$ cat src/rtl/fp_mul_pipe.sv
// Three-stage IEEE-style multiplier: unpack/classify, mantissa product, normalize/round/pack.
// Define FPMUL_RNE_EN for round-to-nearest-even; otherwise results truncate toward zero.
module fp_mul_pipe #(
    parameter int          EXP_W = 8,
    parameter int          MAN_W = 23,
    parameter logic [5:0]  MULF  = 6'b011000,
    localparam int         W     = 1 + EXP_W + MAN_W
) (
    input  logic         clk,
    input  logic         reset,
    input  logic         in_valid,
    output logic         in_ready,
    input  logic [5:0]   opcode_d1,
    input  logic [W-1:0] floating_num1,
    input  logic [W-1:0] floating_num2,
    output logic         out_valid,
    input  logic         out_ready,
    output logic [W-1:0] multiply,
    output logic [3:0]   flags
);
    localparam int MW = MAN_W + 1;
    localparam int PW = 2 * MW;
    localparam int XW = EXP_W + 2;
    localparam logic signed [XW-1:0] BIAS  = XW'((1 << (EXP_W - 1)) - 1);
    localparam logic signed [XW-1:0] EMAX  = XW'((1 << EXP_W) - 1);
    localparam logic signed [XW-1:0] EZERO = '0;
    localparam logic [W-1:0] QNAN = {1'b0, {EXP_W{1'b1}}, 1'b1, {(MAN_W-1){1'b0}}};

    logic                 w_stall, w_accept;
    logic                 w_s1, w_s2, w_sign;
    logic [EXP_W-1:0]     w_e1, w_e2;
    logic [MAN_W-1:0]     w_f1, w_f2;
    logic                 w_nan1, w_nan2, w_inf1, w_inf2, w_zero1, w_zero2;
    logic                 w_spec;
    logic [W-1:0]         w_spec_val;
    logic [3:0]           w_spec_flags;
    logic signed [XW-1:0] w_exp_sum;

    logic                 r_s1_valid, r_s1_sign, r_s1_spec;
    logic signed [XW-1:0] r_s1_exp;
    logic [MW-1:0]        r_s1_m1, r_s1_m2;
    logic [W-1:0]         r_s1_spec_val;
    logic [3:0]           r_s1_spec_flags;

    logic                 r_s2_valid, r_s2_sign, r_s2_spec;
    logic signed [XW-1:0] r_s2_exp;
    logic [PW-1:0]        r_s2_prod;
    logic [W-1:0]         r_s2_spec_val;
    logic [3:0]           r_s2_spec_flags;

    logic                 r_s3_valid;
    logic [W-1:0]         r_mul;
    logic [3:0]           r_flags;

    logic                 w_top, w_guard, w_sticky, w_inexact, w_rnd_up;
    logic [MAN_W-1:0]     w_frac, w_frac_f;
    logic [MAN_W:0]       w_frac_r;
    logic signed [XW-1:0] w_exp_n, w_exp_f;
    logic [W-1:0]         w_res;
    logic [3:0]           w_res_flags;

    assign w_stall   = r_s3_valid && !out_ready;
    assign in_ready  = !w_stall;
    assign w_accept  = in_valid && in_ready && (opcode_d1 == MULF);
    assign out_valid = r_s3_valid;
    assign multiply  = r_mul;
    assign flags     = r_flags;

    assign w_s1    = floating_num1[W-1];
    assign w_s2    = floating_num2[W-1];
    assign w_e1    = floating_num1[W-2 -: EXP_W];
    assign w_e2    = floating_num2[W-2 -: EXP_W];
    assign w_f1    = floating_num1[MAN_W-1:0];
    assign w_f2    = floating_num2[MAN_W-1:0];
    assign w_sign  = w_s1 ^ w_s2;
    assign w_nan1  = (&w_e1) && (|w_f1);
    assign w_nan2  = (&w_e2) && (|w_f2);
    assign w_inf1  = (&w_e1) && !(|w_f1);
    assign w_inf2  = (&w_e2) && !(|w_f2);
    // Subnormals are flushed: a zero exponent field counts as zero regardless of fraction.
    assign w_zero1 = !(|w_e1);
    assign w_zero2 = !(|w_e2);
    assign w_exp_sum = $signed({2'b00, w_e1}) + $signed({2'b00, w_e2}) - BIAS;

    always_comb begin
        w_spec       = 1'b1;
        w_spec_val   = '0;
        w_spec_flags = 4'b0000;
        if (w_nan1 || w_nan2) begin
            w_spec_val = QNAN;
        end else if ((w_inf1 && w_zero2) || (w_zero1 && w_inf2)) begin
            w_spec_val   = QNAN;
            w_spec_flags = 4'b1000;
        end else if (w_inf1 || w_inf2) begin
            w_spec_val = {w_sign, {EXP_W{1'b1}}, {MAN_W{1'b0}}};
        end else if (w_zero1 || w_zero2) begin
            w_spec_val = {w_sign, {(W-1){1'b0}}};
        end else begin
            w_spec = 1'b0;
        end
    end

    // The product of two [1,2) mantissas lies in [1,4); the top bit picks the window.
    assign w_top     = r_s2_prod[PW-1];
    assign w_frac    = w_top ? r_s2_prod[PW-2 -: MAN_W] : r_s2_prod[PW-3 -: MAN_W];
    assign w_guard   = w_top ? r_s2_prod[MAN_W] : r_s2_prod[MAN_W-1];
    assign w_sticky  = w_top ? (|r_s2_prod[MAN_W-1:0]) : (|r_s2_prod[MAN_W-2:0]);
    assign w_inexact = w_guard || w_sticky;
    assign w_exp_n   = r_s2_exp + XW'(w_top);
`ifdef FPMUL_RNE_EN
    assign w_rnd_up  = w_guard && (w_sticky || w_frac[0]);
`else
    assign w_rnd_up  = 1'b0;
`endif
    assign w_frac_r  = {1'b0, w_frac} + (MAN_W+1)'(w_rnd_up);
    assign w_frac_f  = w_frac_r[MAN_W-1:0];
    assign w_exp_f   = w_exp_n + XW'(w_frac_r[MAN_W]);

    always_comb begin
        w_res       = {r_s2_sign, w_exp_f[EXP_W-1:0], w_frac_f};
        w_res_flags = {3'b000, w_inexact};
        if (r_s2_spec) begin
            w_res       = r_s2_spec_val;
            w_res_flags = r_s2_spec_flags;
        end else if (w_exp_f >= EMAX) begin
            w_res       = {r_s2_sign, {EXP_W{1'b1}}, {MAN_W{1'b0}}};
            w_res_flags = 4'b0101;
        end else if (w_exp_f <= EZERO) begin
            w_res       = {r_s2_sign, {(W-1){1'b0}}};
            w_res_flags = 4'b0011;
        end
    end

    always_ff @(posedge clk or posedge reset) begin
        if (reset) begin
            r_s1_valid      <= 1'b0;
            r_s1_sign       <= 1'b0;
            r_s1_spec       <= 1'b0;
            r_s1_exp        <= '0;
            r_s1_m1         <= '0;
            r_s1_m2         <= '0;
            r_s1_spec_val   <= '0;
            r_s1_spec_flags <= '0;
            r_s2_valid      <= 1'b0;
            r_s2_sign       <= 1'b0;
            r_s2_spec       <= 1'b0;
            r_s2_exp        <= '0;
            r_s2_prod       <= '0;
            r_s2_spec_val   <= '0;
            r_s2_spec_flags <= '0;
            r_s3_valid      <= 1'b0;
            r_mul           <= '0;
            r_flags         <= '0;
        end else if (!w_stall) begin
            r_s1_valid <= w_accept;
            if (w_accept) begin
                r_s1_sign       <= w_sign;
                r_s1_spec       <= w_spec;
                r_s1_exp        <= w_exp_sum;
                r_s1_m1         <= {1'b1, w_f1};
                r_s1_m2         <= {1'b1, w_f2};
                r_s1_spec_val   <= w_spec_val;
                r_s1_spec_flags <= w_spec_flags;
            end
            r_s2_valid      <= r_s1_valid;
            r_s2_sign       <= r_s1_sign;
            r_s2_spec       <= r_s1_spec;
            r_s2_exp        <= r_s1_exp;
            r_s2_prod       <= PW'(r_s1_m1) * PW'(r_s1_m2);
            r_s2_spec_val   <= r_s1_spec_val;
            r_s2_spec_flags <= r_s1_spec_flags;
            r_s3_valid      <= r_s2_valid;
            if (r_s2_valid) begin
                r_mul   <= w_res;
                r_flags <= w_res_flags;
            end
        end
    end
endmodule

$ cat config.mk
export PLATFORM = sky130hd
export DESIGN_NAME = fp_mul_pipe
export DESIGN_NICKNAME = d
export VERILOG_FILES = /design/src/rtl/fp_mul_pipe.sv
export SDC_FILE = /design/constraint.sdc
export NUM_CORES = 2
export LEC_CHECK = 0
export ABC_AREA = 0
export BUFFER_PORTS_ARGS = -buffer_cell sky130_fd_sc_hd__clkbuf_2
export CAP_MARGIN = 20
export CORE_MARGIN = 1
export CORE_UTILIZATION = 38
export DETAILED_ROUTE_END_ITERATION = 8
export REMOVE_ABC_BUFFERS = 1
export SYNTH_ARGS = -nofsm -noshare
export SYNTH_HDL_FRONTEND = slang
export SYNTH_SLANG_ARGS = --single-unit
$ cat constraint.sdc
create_clock -name clk -period 11 [get_ports clk]
set_input_delay 2.2 -clock clk [delete_from_list [all_inputs] [get_ports clk]]
set_output_delay 2.2 -clock clk [all_outputs]
set_load 0.05 [all_outputs]
======== Word level (Yosys, flattened, before mapping) ========
Index checks and enable logic that the tools add are counted.
operators by class
  magnitude comparators ................... 2
  reductions and logical operators ........ 30
  add/subtract/negate cells ............... 3
  muxes and demuxes ....................... 19
  equal/unequal tests ..................... 1
  multiply operators ...................... 1
  bitwise logic cells ..................... 2
operators with widths
  operator              count
  $mux 32               5
  $reduce_or 23->1      3
  $mux 31               2
  $mul 24x24->48        1
  $mux 23               1
  $reduce_or 22->1      1
  $reduce_and 8->1      2
  $reduce_or 8->1       2
  $mux 4                3
  $add 10x1->10         1
  $ge 10x9->1 const B   1
  $le 10x1->1 const B   1
  $sub 9x7->10 const B  1
  $add 8x8->9           1
  $logic_and 1x1->1     9
  $eq 6x5->1 const B    1
  $logic_not 1->1       6
  $mux 1                6
  $logic_or 1x1->1      5
  $reduce_and 2->1      2
  $mux 3                1
  $mux 2                1
  $not 1->1             1
  $xor 1x1->1           1
word-level totals
  bits in registers ....................... 231
  output and inout port bits .............. 38

======== Logic depth before layout (Yosys ltp) ========
  depth after elaboration ................. 7
  depth in mapped cells ................... 27
  gate-level depth less buffers ........... 25

======== Worst setup path after synthesis ========
No wires, ideal clock.
  path type ............................... register to register
  start ................................... register r_s1_m2[3]
  end ..................................... register r_s2_prod[42]
  slack ................................... 4.271 ns
  stages on the path, launching flop included .. 26
  period minus slack after synthesis ...... 6.729 ns
  arrival time ............................ 6.661 ns
  cell sequence ........................... dfrtp_1 -> clkbuf_1 -> clkbuf_1 -> nand2_1 -> fa_1 -> inv_1 -> fa_1 -> inv_1 -> fa_1 -> fa_1 -> inv_1 -> fa_1 -> fa_1 -> inv_1 -> fa_1 -> inv_1 -> ha_1 -> nand2_1 -> or3_1 -> a211o_1 -> nor3_2 -> o211ai_1 -> nand3_2 -> a31oi_1 -> or4b_1 -> nand3_1
between the ends
  cells in the longest elaborated chain, start to end .. 1
RTL lines
  item                      RTL line  RTL
  start: declaration        41        logic [MW-1:0] r_s1_m1, r_s1_m2;
  start signal: assignment  161       r_s1_m2 <= {1'b1, w_f2};
  $mul 24x24->48            169       r_s2_prod <= PW'(r_s1_m1) * PW'(r_s1_m2);
  end signal: assignment    169
  end: declaration          47        logic [PW-1:0] r_s2_prod;
No other way between the ends.
A chain may end at the register's enable or synchronous reset.

======== Worst setup path after layout ========
  start ................................... register r_s1_m1[16]
  end ..................................... register r_s2_prod[35]
between the ends
  cells in the longest elaborated chain, start to end .. 1
RTL lines
  item                      RTL line  RTL
  start: declaration        41
  start signal: assignment  160       r_s1_m1 <= {1'b1, w_f1};
  $mul 24x24->48            169
No other way between the ends.

==> flow_summary.json <==
{
  "syn2layout_area_growth_pct": 7.97,
  "cts.sinks": 166,
  "num_io_pins": 112,
  "layout_commonest_cell": "nand2_1",
  "intPower_mw": 1.80,
  "cp-start-kind": "flop",
  "cts_setup_buffers": 0,
  "clock_path_buffers": 2,
  "place_hpwl_um": 55000,
  "synth_cell_types": 76,
  "initial_core_util": 0.387,
  "place_inst": 3810,
  "ys_seq_area_frac": 0.158,
  "hold_viol": 0,
  "slew_headroom": 0.263,
  "clockPowerShare": 0.180,
  "peakVddDrop_uv": 80.1,
  "power.leakage_nw": 14.5,
  "layout-drive-gt1-share": 0.0744,
  "cts.clk_slew.worst_paths_ps": 80,
  "cts_htree_levels": 4,
  "fp.dieW_um": 265,
  "netSwitchingFraction": 0.489,
  "dieArea_mm2": 0.0701,
  "async_flop_share": 1.00,
  "critPathMaxFanout": 25,
  "rr_worst_depth": 24,
  "vias_per_cell": 5.09,
  "overflow": 0,
  "ys.flop_type": "dfrtp_1",
  "stdcell_count": 3847,
  "netlist_area_mm2": 0.0262,
  "share_seq_of_total_power": 0.253,
  "final_cell_mix": "nand2_1 (593), inv_1 (568), fa_1 (483)",
  "report.final.slew_viol_count": 0,
  "worstSetupPathType": "reg -> reg",
  "nets": 3707,
  "cts_buffers": 17,
  "post-route-min-period_ps": 7670,
  "power_density_mw_per_mm2": 124,
  "rows": 95,
  "grt_max_degree": 101,
  "ant_nets": 0,
  "gp_congestion": 0.874,
  "critPathCaptureType": "flop",
  "coreArea_mm2": 0.0678,
  "portBuffers": 111,
  "worstPathArrival_ps": 7980,
  "cts_tree": "done",
  "max_freq_mhz": 130,
  "maxCapViolCount": 0,
  "post_cts_resized": 0,
  "synth_warnings": 0,
  "p_total_mw": 3.52,
  "p_switching_mw": 1.72,
  "power_frac_comb": 0.567,
  "rsz0062_at_grt": "false",
  "initialDrtViolationCount": 1241,
  "finClkSkew_ps": 21.1,
  "syn_inst": 2932,
  "grtUsageTotal": 0.215,
  "dr.pass1.iters": 5,
  "tightest_slew_ps": 1110,
  "status": "complete, no violations",
  "grt_pass1_vias": 20600,
  "die_y_um": 265,
  "setup_tns_ps": 0,
  "route.detailed.drc": 0,
  "wl_um": 71900,
  "ctsHoldBuffers": 0,
  "wire_per_inst_um": 18.7,
  "worstPathRequired_ps": 11310,
  "cts_root_buf": "clkbuf_16",
  "avgSynthCellArea_um2": 8.95,
  "hold_path_class": "reg -> reg",
  "setup_viol": 0,
  "hold_depth": 2,
  "period_share": 0.697,
  "synth-seq-cells": 166,
  "grt_pass1_wl_um": 116000,
  "vias": 19600,
  "antenna_found_initial": 1,
  "clk_latency_ps": 450,
  "synth-edff-count": 0
}
-- Yosys cell counts, types with 8 or more instances --
library cell | number | area (um^2)
inv_1 | 570 | 2140
dfrtp_1 | 166 | 4150
clkbuf_1 | 143 | 537
a21o_1 | 19 | 143
a221o_1 | 10 | 100
nand2_1 | 593 | 2230
ha_1 | 191 | 2390
o21ai_0 | 77 | 385
xor2_1 | 25 | 219
nand3_1 | 16 | 80.1
fa_1 | 483 | 9670
nor2_1 | 48 | 180
a21oi_1 | 70 | 350
and2_1 | 286 | 1790
o21bai_1 | 10 | 75.1
nand4_1 | 14 | 87.6
nor3_1 | 16 | 80.1
xnor2_1 | 31 | 272
mux2i_1 | 25 | 250
nor2b_1 | 8 | 50.1
nor4_1 | 16 | 100
-- metal layers --
metal,share of wire,routed length [um],global-route usage,vias to the layer above
li1,-,-,-,8877
met1,0.45,32200,0.297,10100
met2,0.48,34500,0.355,519
met3,0.046,3320,0.0269,98
met4,0.028,2000,0.0636,0
met5,0,0,0,-
-- cell type report --
cell class	instances	area [um^2]
multi-input cells	2043	19300
diodes	2	5.00
repair buffers	161	986
clock buffers	17	425
well taps	873	1090
flip-flops and latches	166	4150
clock inverters	15	198
inverters	570	2140
fillers	6809	39400
-- power by group through the flow --
stage	clock, mW	combinational [mW]	sequential, mW
3_5_place_dp	0	1.99	0.906
3_3_place_gp	0	1.97	0.907
2_1_floorplan	0	1.29	0.924
6_report	0.634	2.00	0.889
4_1_cts	0.646	2.00	0.894
5_1_grt	0.671	2.25	0.907
-- registers in the layout (all words and copies together) (netlist names), 3 cells and up --
signal and flops:
r_s1_m1 24, multiply 32, r_s2_prod 48, r_s1_exp 10, r_s1_m2 23, r_s2_spec_val 3
r_s2_exp 10, flags 4, r_s1_spec_val 3
-- worst paths after layout --
check	from	endpoint	slack, ps
min	r_s2_prod[5]	r_s2_prod[5]	470
max in group asynchronous	reset	r_s2_prod[42]	7540
min reg2reg	r_s2_prod[5]	r_s2_prod[5]	470
max reg2reg	r_s1_m1[16]	r_s2_prod[35]	3330
min in group asynchronous	reset	r_s2_prod[6]	1960
max	r_s1_m1[16]	r_s2_prod[35]	3330
-- worst max-delay path, stage by stage, from the launching register on --
cell and delay (ps):
dfrtp_1 1040, and2_1 270, fa_1 420, fa_1 540, inv_1 50, fa_1 530
inv_1 50, fa_1 490, inv_1 50, fa_1 520, inv_1 50, fa_1 480
inv_1 50, fa_1 480, inv_1 50, ha_1 330, a21oi_1 250, o21ai_0 180
a221oi_1 390, o21a_1 180, o21ai_0 250, a21boi_0 410, o21ai_0 180, xnor2_1 160
o21ai_0 90
-- logic make-up after synthesis --
| kind of cell | share of synthesized area |
|---|---|
| buf+inv | 0.106 |
| flops | 0.158 |
| compound gates | 0.0601 |
| fa+ha+maj | 0.460 |
| xor+xnor | 0.0187 |
| simple gates | 0.187 |
| mux | 0.00997 |
-- through the flow --
stage	hold slack (ps)	instance area (um^2)	worst slack, ps	utilization
2_1_floorplan	430	25600	2050	-
3_3_place_gp	447	27600	3450	0.407
3_5_place_dp	453	27600	3360	0.408
4_1_cts	472	28300	3320	0.417
5_1_grt	491	28300	2850	0.418
6_report	468	28300	3330	0.418
Note: power is estimated with default switching activity, not from simulation.
